**src/rtl/resampler_frame_sched.sv**
```systemverilog
// Purpose : per-frame scheduler that pops every enabled resampler channel once, gathers the
//           per-channel results and commits them as one wide frame word.
// Latency : frame_i at t -> core_pop_o at t+1; last accepted ack at u -> frame_valid_o at u+1.
// Backpressure: none; a frame_i that arrives while a frame is in flight is dropped and flagged
//           on overrun_o. One ack per cycle is taken (lowest pending index); others stay pending.
//
// Ports:
//   clk, rst                 rising-edge clock, synchronous active-high reset
//   frame_i, ch_en_i         frame strobe and the per-channel enable sampled with it
//   core_pop_o               one-cycle pop to the resampler core (the pending mask, in ISSUE only)
//   core_data_i, core_ack_i  resampler core result and per-channel completion
//   frame_data_o             committed frame, channel n in bits [24n+23:24n]
//   frame_valid_o            one-cycle pulse in the cycle frame_data_o has just been updated
//   busy_o                   high whenever a frame is in flight (state is not IDLE)
//   overrun_o                one-cycle pulse the cycle after a dropped frame_i
//   timeout_o                one-cycle pulse, coincident with frame_valid_o, for an incomplete frame

module resampler_frame_sched #(
    parameter int NUM_CH       = 8,
    parameter int NUM_CH_LOG2  = 3,
    parameter int TIMEOUT      = 1024,
    parameter int TIMEOUT_LOG2 = 10
) (
    input  logic                   clk,
    input  logic                   rst,
    input  logic                   frame_i,
    input  logic [NUM_CH-1:0]      ch_en_i,
    output logic [NUM_CH-1:0]      core_pop_o,
    input  logic [23:0]            core_data_i,
    input  logic [NUM_CH-1:0]      core_ack_i,
    output logic [24*NUM_CH-1:0]   frame_data_o,
    output logic                   frame_valid_o,
    output logic                   busy_o,
    output logic                   overrun_o,
    output logic                   timeout_o
);

    typedef enum logic [1:0] {
        ST_IDLE   = 2'd0,
        ST_ISSUE  = 2'd1,
        ST_WAIT   = 2'd2,
        ST_COMMIT = 2'd3
    } state_t;

    localparam logic [TIMEOUT_LOG2-1:0] TO_LAST = TIMEOUT_LOG2'(TIMEOUT - 1);

    // ------------------------------------------------------------------
    // State
    // ------------------------------------------------------------------
    state_t                  r_state;
    logic [NUM_CH-1:0]       r_pending;
    logic [TIMEOUT_LOG2-1:0] r_to_cnt;
    logic [23:0]             r_stage [NUM_CH];
    logic [24*NUM_CH-1:0]    r_frame;
    logic                    r_overrun;
    logic                    r_timeout;

    // ------------------------------------------------------------------
    // Combinational
    // ------------------------------------------------------------------
    state_t                  w_state_nxt;
    logic [NUM_CH-1:0]       w_acc_vec;
    logic                    w_acc_any;
    logic [NUM_CH_LOG2-1:0]  w_acc_idx;
    logic [NUM_CH-1:0]       w_acc_onehot;
    logic [NUM_CH-1:0]       w_pending_nxt;
    logic                    w_timeout_hit;
    logic                    w_enter_commit;

    // Acks are only meaningful while the frame is collecting, and only for
    // channels still outstanding.
    assign w_acc_vec = ((r_state == ST_ISSUE) || (r_state == ST_WAIT)) ?
                       (core_ack_i & r_pending) : '0;
    assign w_acc_any = |w_acc_vec;

    // Priority encoder: scanning downward, so the lowest set index is the
    // last one written and therefore wins.
    always_comb begin
        w_acc_idx = '0;
        for (int n = NUM_CH - 1; n >= 0; n--) begin
            if (w_acc_vec[n]) begin
                w_acc_idx = NUM_CH_LOG2'(n);
            end
        end
    end

    assign w_acc_onehot  = NUM_CH'(w_acc_any) << w_acc_idx;
    assign w_pending_nxt = r_pending & ~w_acc_onehot;

    // Next-state and output decode.
    always_comb begin
        w_state_nxt   = r_state;
        w_timeout_hit = 1'b0;
        core_pop_o    = '0;
        frame_valid_o = 1'b0;
        timeout_o     = 1'b0;
        busy_o        = 1'b0;
        overrun_o     = 1'b0;

        case (r_state)
            ST_IDLE: begin
                if (frame_i) begin
                    w_state_nxt = ST_ISSUE;
                end
            end
            ST_ISSUE: begin
                w_state_nxt = ST_WAIT;
            end
            ST_WAIT: begin
                // Completion takes priority: a last ack landing on the final
                // timeout cycle still yields a complete frame.
                if (w_pending_nxt == '0) begin
                    w_state_nxt = ST_COMMIT;
                end else if (r_to_cnt == TO_LAST) begin
                    w_state_nxt   = ST_COMMIT;
                    w_timeout_hit = 1'b1;
                end
            end
            ST_COMMIT: begin
                w_state_nxt = ST_IDLE;
            end
            default: begin
                w_state_nxt = ST_IDLE;
            end
        endcase

        // Outputs are forced low while reset is held, even before the
        // synchronous reset has taken effect on the state register.
        if (!rst) begin
            busy_o    = (r_state != ST_IDLE);
            overrun_o = r_overrun;
            if (r_state == ST_ISSUE) begin
                core_pop_o = r_pending;
            end
            if (r_state == ST_COMMIT) begin
                frame_valid_o = 1'b1;
                timeout_o     = r_timeout;
            end
        end
    end

    assign w_enter_commit = (r_state == ST_WAIT) && (w_state_nxt == ST_COMMIT);
    assign frame_data_o   = r_frame;

    // ------------------------------------------------------------------
    // Sequential
    // ------------------------------------------------------------------
    always_ff @(posedge clk) begin
        if (rst) begin
            r_state   <= ST_IDLE;
            r_pending <= '0;
            r_to_cnt  <= '0;
            r_frame   <= '0;
            r_overrun <= 1'b0;
            r_timeout <= 1'b0;
            for (int n = 0; n < NUM_CH; n++) begin
                r_stage[n] <= '0;
            end
        end else begin
            r_state   <= w_state_nxt;
            // Any strobe outside IDLE is a frame we cannot take.
            r_overrun <= frame_i && (r_state != ST_IDLE);
            // Only set on the edge into COMMIT, so it self-clears after one cycle.
            r_timeout <= w_timeout_hit;

            case (r_state)
                ST_IDLE: begin
                    if (frame_i) begin
                        r_pending <= ch_en_i;
                    end
                end
                ST_ISSUE: begin
                    r_pending <= w_pending_nxt;
                    r_to_cnt  <= '0;
                end
                ST_WAIT: begin
                    r_pending <= w_pending_nxt;
                    r_to_cnt  <= r_to_cnt + 1'b1;
                end
                ST_COMMIT: begin
                    // Drop whatever a timed-out frame left outstanding so
                    // stale acks cannot be accepted later.
                    r_pending <= '0;
                end
                default: begin
                    r_pending <= '0;
                end
            endcase

            if (w_acc_any) begin
                r_stage[w_acc_idx] <= core_data_i;
            end

            // The ack accepted in the same cycle as the commit decision is
            // bypassed straight into the frame, since staging only updates
            // at this same edge. Slots with no new data keep their staging
            // value, which equals their last committed value.
            if (w_enter_commit) begin
                for (int n = 0; n < NUM_CH; n++) begin
                    r_frame[24*n +: 24] <= w_acc_onehot[n] ? core_data_i : r_stage[n];
                end
            end
        end
    end

endmodule

```
**config.mk**
```make
export PLATFORM = sky130hd
export DESIGN_NAME = resampler_frame_sched
export DESIGN_NICKNAME = d
export VERILOG_FILES = /design/src/rtl/resampler_frame_sched.sv
export SDC_FILE = /design/constraint.sdc
export NUM_CORES = 1
export LEC_CHECK = 0
export ABC_AREA = 1
export CELL_PAD_IN_SITES_DETAIL_PLACEMENT = 2
export CELL_PAD_IN_SITES_GLOBAL_PLACEMENT = 2
export CORE_ASPECT_RATIO = 1.25
export CORE_MARGIN = 2
export CORE_UTILIZATION = 32
export CTS_BUF_LIST = sky130_fd_sc_hd__clkbuf_16
export DETAILED_ROUTE_END_ITERATION = 16
export GPL_TIMING_DRIVEN = 0
export PLACE_DENSITY = 0.87
export RECOVER_POWER = 50
export SETUP_SLACK_MARGIN = 0.5
export SLEW_MARGIN = 40
export SYNTH_ARGS = -nofsm -noshare
export SYNTH_HDL_FRONTEND = slang
export SYNTH_SLANG_ARGS = --single-unit
```
**constraint.sdc**
```tcl
create_clock -name clk -period 3.39 [get_ports clk]
set_input_delay 0.678 -clock clk [delete_from_list [all_inputs] [get_ports clk]]
set_output_delay 0.678 -clock clk [all_outputs]
set_load 0.03 [all_outputs]
```
==> flow_summary.json, run 1 <==
{
  "rsz0062_at_grt": "true",
  "syn_inst": 2310,
  "yosysSeqAreaShare_pct": 56.3,
  "via_per_inst": 5.77,
  "slowest_delay_ns": 0.36,
  "cts-root-buf": "clkbuf_16",
  "nets": 2735,
  "syn_area_um2": 17800,
  "worst_pin_slew_ns": 1.31,
  "synth-xor-area-share_pct": 0.0491,
  "maxSlewViolCount": 0,
  "drtAntennaViolNets": 0,
  "finClkSkew_ns": 0.0312,
  "drive_gt1_share_pct": 30.2,
  "synth_area_per_cell_um2": 7.73,
  "critPathMostFrequentCell": "nand2_1",
  "cp_top_family": "simple AND/OR/NAND/NOR gates",
  "wl_per_cell_um": 34.7,
  "grt_use_total_pct": 34.5,
  "grt_max_degree": 25,
  "synth_compound_area_share_pct": 6.44,
  "p_switching_mw": 4.93,
  "combPwrFrac_pct": 22.8,
  "finalHoldViolations": 0,
  "yosysWarnings": 0,
  "critPathRequiredTime_ns": 3.93,
  "hold_class": "reg2reg",
  "grt_overflow": 0,
  "synth_top_area_share_pct": 32.3,
  "clock_latency_ns": 0.62,
  "grt_pass1_vias": 21000,
  "antenna_found_initial": 8,
  "cap_violations": 0,
  "drt_first_iter_violations": 2110,
  "fillers": 5745,
  "synth_top_family_by_area": "simple AND/OR/NAND/NOR gates",
  "cts-hold-fix-buffers": 0,
  "p_leak_nw": 11.6,
  "synth-simple-area-share_pct": 27.5,
  "violations": "setup timing",
  "dr.pass1.iters": 7,
  "die_y_um": 268,
  "cts_tree": "built",
  "io_pins": 247,
  "die_area_um2": 57700,
  "design.core.area_um2": 55000,
  "p_int_mw": 9.17,
  "path_buf_inv": 7,
  "htreeDepth": 2,
  "period_needed_ns": 3.68,
  "setup_viol": 217,
  "finalWorstSetupSlack_ns": -0.294,
  "grt_pass1_wl_um": 146000,
  "drc_errors": 0,
  "route.vias.total": 20000,
  "gp_congestion": 0.829,
  "muxShareOfSynthArea_pct": 0,
  "critPathKind": "reg2reg",
  "yosysUniqueCellTypes": 28,
  "floorplan.initialDensity_pct": 32.4,
  "cp-end-kind": "flip-flop",
  "rows": 96,
  "synth-adder-area-share_pct": 0.351,
  "yosys_register_bits": 406,
  "clockPowerShare_pct": 37.6,
  "p_sw_share_pct": 35.0,
  "dp_hpwl_um": 54100,
  "cts.sinks": 406,
  "cp_slowest_cell": "dfxtp_2",
  "slew_headroom_pct": 12.2,
  "fin_setup_tns_ns": -30.01,
  "fin_crit_sh_pct": 109,
  "maxClockFrequency_mhz": 271,
  "irDropWorstVdd_mv": 0.393,
  "critPathMaxFanout": 8,
  "syn_nets": 2358,
  "status": "complete, but fails checks",
  "syn2layout_area_growth_pct": 54.4,
  "worst_setup_path_start_kind": "flip-flop",
  "finalWirelength_um": 120000,
  "worstPathArrival_ns": 4.23,
  "clkTransAtPathRegs_ns": 0.09,
  "synth_largest_area_cell": "edfxtp_1",
  "die_w_um": 215,
  "cellPowerDensity_nw_per_um2": 511,
  "synth_top_cells_by_area": "edfxtp_1 (32%), dfxtp_1 (24%), nand2_1 (13%), nor2_1 (13%), o21ai_0 (5.6%)",
  "total_power_mw": 14.1,
  "clockBufferDepth": 3,
  "port_buffers": 245,
  "pwr-share-seq_pct": 39.6,
  "cts_buffers": 44
}
==> synth_stat cells (all sizes together) <==
cell    instances
a21oi           7
a221oi         10
a31oi           1
and3            2
buf            44
clkbuf        107
dfxtp         214
edfxtp        192
ha              5
inv           247
nand2         634
nand3          30
nand4           2
nor2          596
nor3           14
nor3b           1
o211a           1
o21ai         202
xnor2           1
==> area by class of cell <==
class / count / area [µm²] / area share (%)
Antenna cell: 9 / 22.5 / 0.0817
Sequential cell: 406 / 10100 / 36.5
Clock buffer: 45 / 1130 / 4.09
Timing Repair Buffer: 328 / 3880 / 14.1
Buffer: 151 / 1180 / 4.27
Multi-Input combinational cell: 1509 / 9180 / 33.3
Inverter: 247 / 936 / 3.40
Tap cell: 735 / 920 / 3.34
Clock inverter: 35 / 274 / 0.994
==> sequential cells by signal (all words and copies together) (netlist names) <==
name and flops:
r_timeout 1, r_pending 8, frame_data_o 192, r_overrun 1
r_state 2, r_to_cnt 10, r_stage 192
==> cells in the final DEF, fill, tap and decap left out, types with 51 or more instances in the layout <==
cell type,instances
clkbuf_1,71
o21ai_0,201
inv_1,253
dfxtp_1,212
nand2_2,132
nor2_1,310
clkdlybuf4s50_1,238
nor2_2,154
clkbuf_16,51
nand2_4,141
nor2_4,132
nand2_1,356
edfxtp_1,192
==> final timing paths <==
path,to,start,cells after the start,slack (ns)
setup / recovery,frame_data_o[41],r_state[1],28,-0.29
hold / removal,frame_data_o[113],frame_data_o[113],4,0.52
hold reg to reg,frame_data_o[113],frame_data_o[113],4,0.52
setup reg to reg,frame_data_o[41],r_state[1],28,-0.29
==> worst register-to-register path: cells and delay by family, from the launching register on <==
kind	cells	cell delay (ns)
buffers and inverters	7	0.93
AND/OR/NAND/NOR	20	2.06
flip-flops	1	0.36
adder cells (fa/ha/maj)	1	0.27
==> power groups by stage <==
stage          Sequential, mW  Clock (mW)  Combinational [mW]
2_1_floorplan            5.79           0               0.892
3_3_place_gp             5.59           0                1.83
3_5_place_dp             5.61           0                1.93
4_1_cts                  5.51        4.90                2.47
5_1_grt                  5.58        5.39                3.27
6_report                 5.57        5.31                3.21
==> per-stage QoR <==
| step | util, % | instances | setup WS [ns] | instance area, µm² | hold WS (ns) |
|---|---|---|---|---|---|
| floorplan | - | 2310 | 0.520 | 17800 | 0.452 |
| global placement | 38.6 | 3290 | -0.620 | 21200 | 0.477 |
| detailed placement | 38.7 | 3291 | -0.385 | 21300 | 0.511 |
| CTS | 46.1 | 3439 | 0.222 | 25400 | 0.527 |
| global route | 50.1 | 3456 | -0.315 | 27500 | 0.559 |
| finish | 50.1 | 3465 | -0.294 | 27600 | 0.522 |
==> what timing repair did <==
item,in CTS,in global routing
cloned,28,7
endpoints found under the setup margin,410,532
pin swaps,103,141
resized for setup,468,585
setup buffers,40,8
==> routing by layer <==
layer | up-vias | GRT usage [%] | wire [µm]
met5 | - | 0 | 69
met1 | 10000 | 37.9 | 40400
met2 | 1457 | 61.1 | 58600
met4 | 10 | 22.0 | 11100
met3 | 615 | 6.78 | 10000
li1 | 7880 | - | -
==> logic make-up after synthesis <==
group,after synthesis
and+or+nand+nor,1279
DFF,406
buffers and inverters,398
AOI/OAI and AO/OA,221
adders and majority gates,5
xor gates and xnor gates,1
Power figures use the tool's default switching activity.
==> run 2, diff against run 1 <==
CTS_CLUSTER_DIAMETER = 40   (was default)
SLEW_MARGIN = 5   (was 40)
==> run 2 against run 1 <==
Effect of this change: power increased by 4.9%; register-to-register slack got worse by 0.03 ns; critical path type unchanged; worst hold slack improved by 0.0052 ns; sequential cell count unchanged; utilization decreased by 0.46 points; non-clock buffer count decreased by 17; via count decreased by 2.3%; die area unchanged; clock power increased by 17%; cell count about the same; the flow still finishes with violations (setup timing).
==> flow_summary.json, run 2 (same netlist as run 1, synthesis figures left out) <==
{
  "dp_hpwl_um": 54500,
  "rsz0062_at_grt": "true",
  "clock_latency_ns": 0.67,
  "cellPowerDensity_nw_per_um2": 541,
  "cts.sinks": 406,
  "regArea_um2": 10100,
  "drtAntennaViolNets": 0,
  "hold_class": "reg2reg",
  "die_y_um": 268,
  "die_area_um2": 57700,
  "worst_pin_slew_ns": 1.44,
  "worst_setup_path_start_kind": "flip-flop",
  "r2r_end": "frame_data_o[181]",
  "critPathKind": "reg2reg",
  "critPathMostFrequentCell": "nand2_1",
  "multi_input_area_um2": 8750,
  "grt_overflow": 0,
  "status": "complete, but fails checks",
  "clockBufferDepth": 3,
  "design.core.area_um2": 55000,
  "drc_errors": 0,
  "finalNonFillerCells": 3467,
  "final_cell_mix": "nor2_1 (366), nand2_1 (358), inv_1 (242), clkdlybuf4s50_1 (242), dfxtp_1 (212)",
  "cts_tree": "built",
  "rows": 96,
  "via_per_inst": 5.63,
  "cts-root-buf": "clkbuf_16",
  "finalWorstSetupSlack_ns": -0.324,
  "slew_headroom_pct": 4.25,
  "period_needed_ns": 3.71,
  "finalWirelength_um": 115000,
  "grt_pass1_vias": 20300,
  "cts_buffers": 56,
  "io_pins": 247,
  "hp-start": "frame_data_o[85]",
  "syn2layout_area_growth_pct": 53.0,
  "finalHoldViolations": 0,
  "drive_gt1_share_pct": 27.9,
  "place_inst": 3290,
  "final_common_cell": "nor2_1",
  "slowest_delay_ns": 0.36,
  "die_w_um": 215,
  "critPathRequiredTime_ns": 3.96,
  "maxClockFrequency_mhz": 269,
  "gp_congestion": 0.829,
  "cp-end-kind": "flip-flop",
  "grt_max_degree": 25,
  "maxSlewViolCount": 0,
  "setup_viol": 192,
  "antenna_found_initial": 10,
  "dr.pass1.iters": 6,
  "wl_per_cell_um": 33.2,
  "fillers": 5780,
  "grt_use_total_pct": 31.4,
  "rr_worst_depth": 27,
  "min_to": "frame_data_o[85]",
  "clkTransAtPathRegs_ns": 0.07,
  "irDropWorstVdd_mv": 0.372,
  "worstPathArrival_ns": 4.28,
  "htreeDepth": 2,
  "holdPathStages": 4,
  "critPathMaxFanout": 8,
  "fin_crit_sh_pct": 110,
  "p_leak_nw": 11.5,
  "finClkSkew_ns": 0.0331,
  "port_buffers": 245,
  "postLayoutCoreUtil_pct": 49.6,
  "cap_violations": 0,
  "floorplan.initialDensity_pct": 32.4,
  "grt_pass1_wl_um": 134000,
  "nets": 2730,
  "cts-hold-fix-buffers": 0,
  "drt_first_iter_violations": 1743,
  "cp_slowest_cell": "dfxtp_2",
  "violations": "setup timing",
  "route.vias.total": 19500,
  "ff2ff_setup_slack_ns": -0.32,
  "timing.rr.start": "r_state[1]"
}
==> run 2: cell count changes in the layout (fill, tap and decap cells not counted), moves of 6 or more <==
cell	delta
buf_12	-6
buf_16	-9
buf_4	-11
clkbuf_1	+19
clkbuf_16	+19
clkbuf_2	-26
clkinv_2	+8
clkinvlp_4	+7
inv_1	-11
inv_6	+6
nor2_1	+56
nor2_4	-51
==> run 2: cell type report <==
| cell class | instances | share of cell area (%) |
|---|---|---|
| Clock inverter | 47 | 1.34 |
| Antenna cell | 4 | 0.0367 |
| Inverter | 247 | 3.43 |
| Multi-Input combinational cell | 1509 | 32.0 |
| Sequential cell | 406 | 36.8 |
| Clock buffer | 57 | 5.22 |
| Buffer | 151 | 4.26 |
| Timing Repair Buffer | 311 | 13.5 |
| Tap cell | 735 | 3.37 |
==> run 2: how the worst max path moves through the flow <==
stage / start / end / slack (ns) / cells after the start
after floorplan: r_state[0] / r_stage[2][0] / 0.52 / 11
after global placement: rst / r_stage[3][10] / -0.62 / 5
after detailed placement: rst / r_stage[3][12] / -0.75 / 5
after CTS: rst / core_pop_o[1] / 0.26 / 4
after global routing: r_state[1] / frame_data_o[181] / -0.35 / 28
final: r_state[1] / frame_data_o[181] / -0.32 / 27
==> run 2: worst max-delay path: cells and delay by family, from the launching register on <==
kind	cells	cell delay, ns
flip-flops	1	0.36
buffers and inverters	8	1.09
AND/OR/NAND/NOR	18	1.91
adder cells (fa/ha/maj)	1	0.24
==> run 2: what timing repair did <==
action / in CTS / in global routing
buffers inserted: 23 / 12
gates cloned: 19 / 15
resized for setup: 306 / 631
endpoints found under the setup margin: 396 / 539
pin swaps: 43 / 146
==> run 2: report_power, final <==
part / total (mW) / switching [mW] / internal (mW) / leakage [nW]
clock: 6.20 / 2.92 / 3.28 / 0.882
combinational: 3.02 / 2.08 / 0.937 / 6.89
sequential: 5.57 / 0.198 / 5.37 / 3.71
total: 14.8 / 5.20 / 9.59 / 11.5
==> run 2: per-layer routing <==
layer  wire length [µm]  up-vias  global-route usage [%]  part of all wire [%]
met5                 86        -                       0                 0.075
li1                   -     7881                       -                     -
met3               9020      578                    5.38                   7.8
met1              39600     9766                    36.0                    34
met2              55600     1290                    55.3                    48
met4              11000       12                    18.4                   9.5
==> run 2: per-stage QoR <==
stage / instance area (µm²) / setup TNS, ns / hold WS [ns] / total power, mW / setup WS, ns
detailed placement: 21200 / -183.77 / 0.503 / 7.54 / -0.746
global route: 27300 / -36.18 / 0.577 / 15.0 / -0.348
floorplan: 17800 / 0 / 0.452 / 6.68 / 0.520
CTS: 24800 / 0 / 0.513 / 13.6 / 0.258
global placement: 21200 / -152.57 / 0.477 / 7.42 / -0.620
finish: 27300 / -27.41 / 0.527 / 14.8 / -0.324
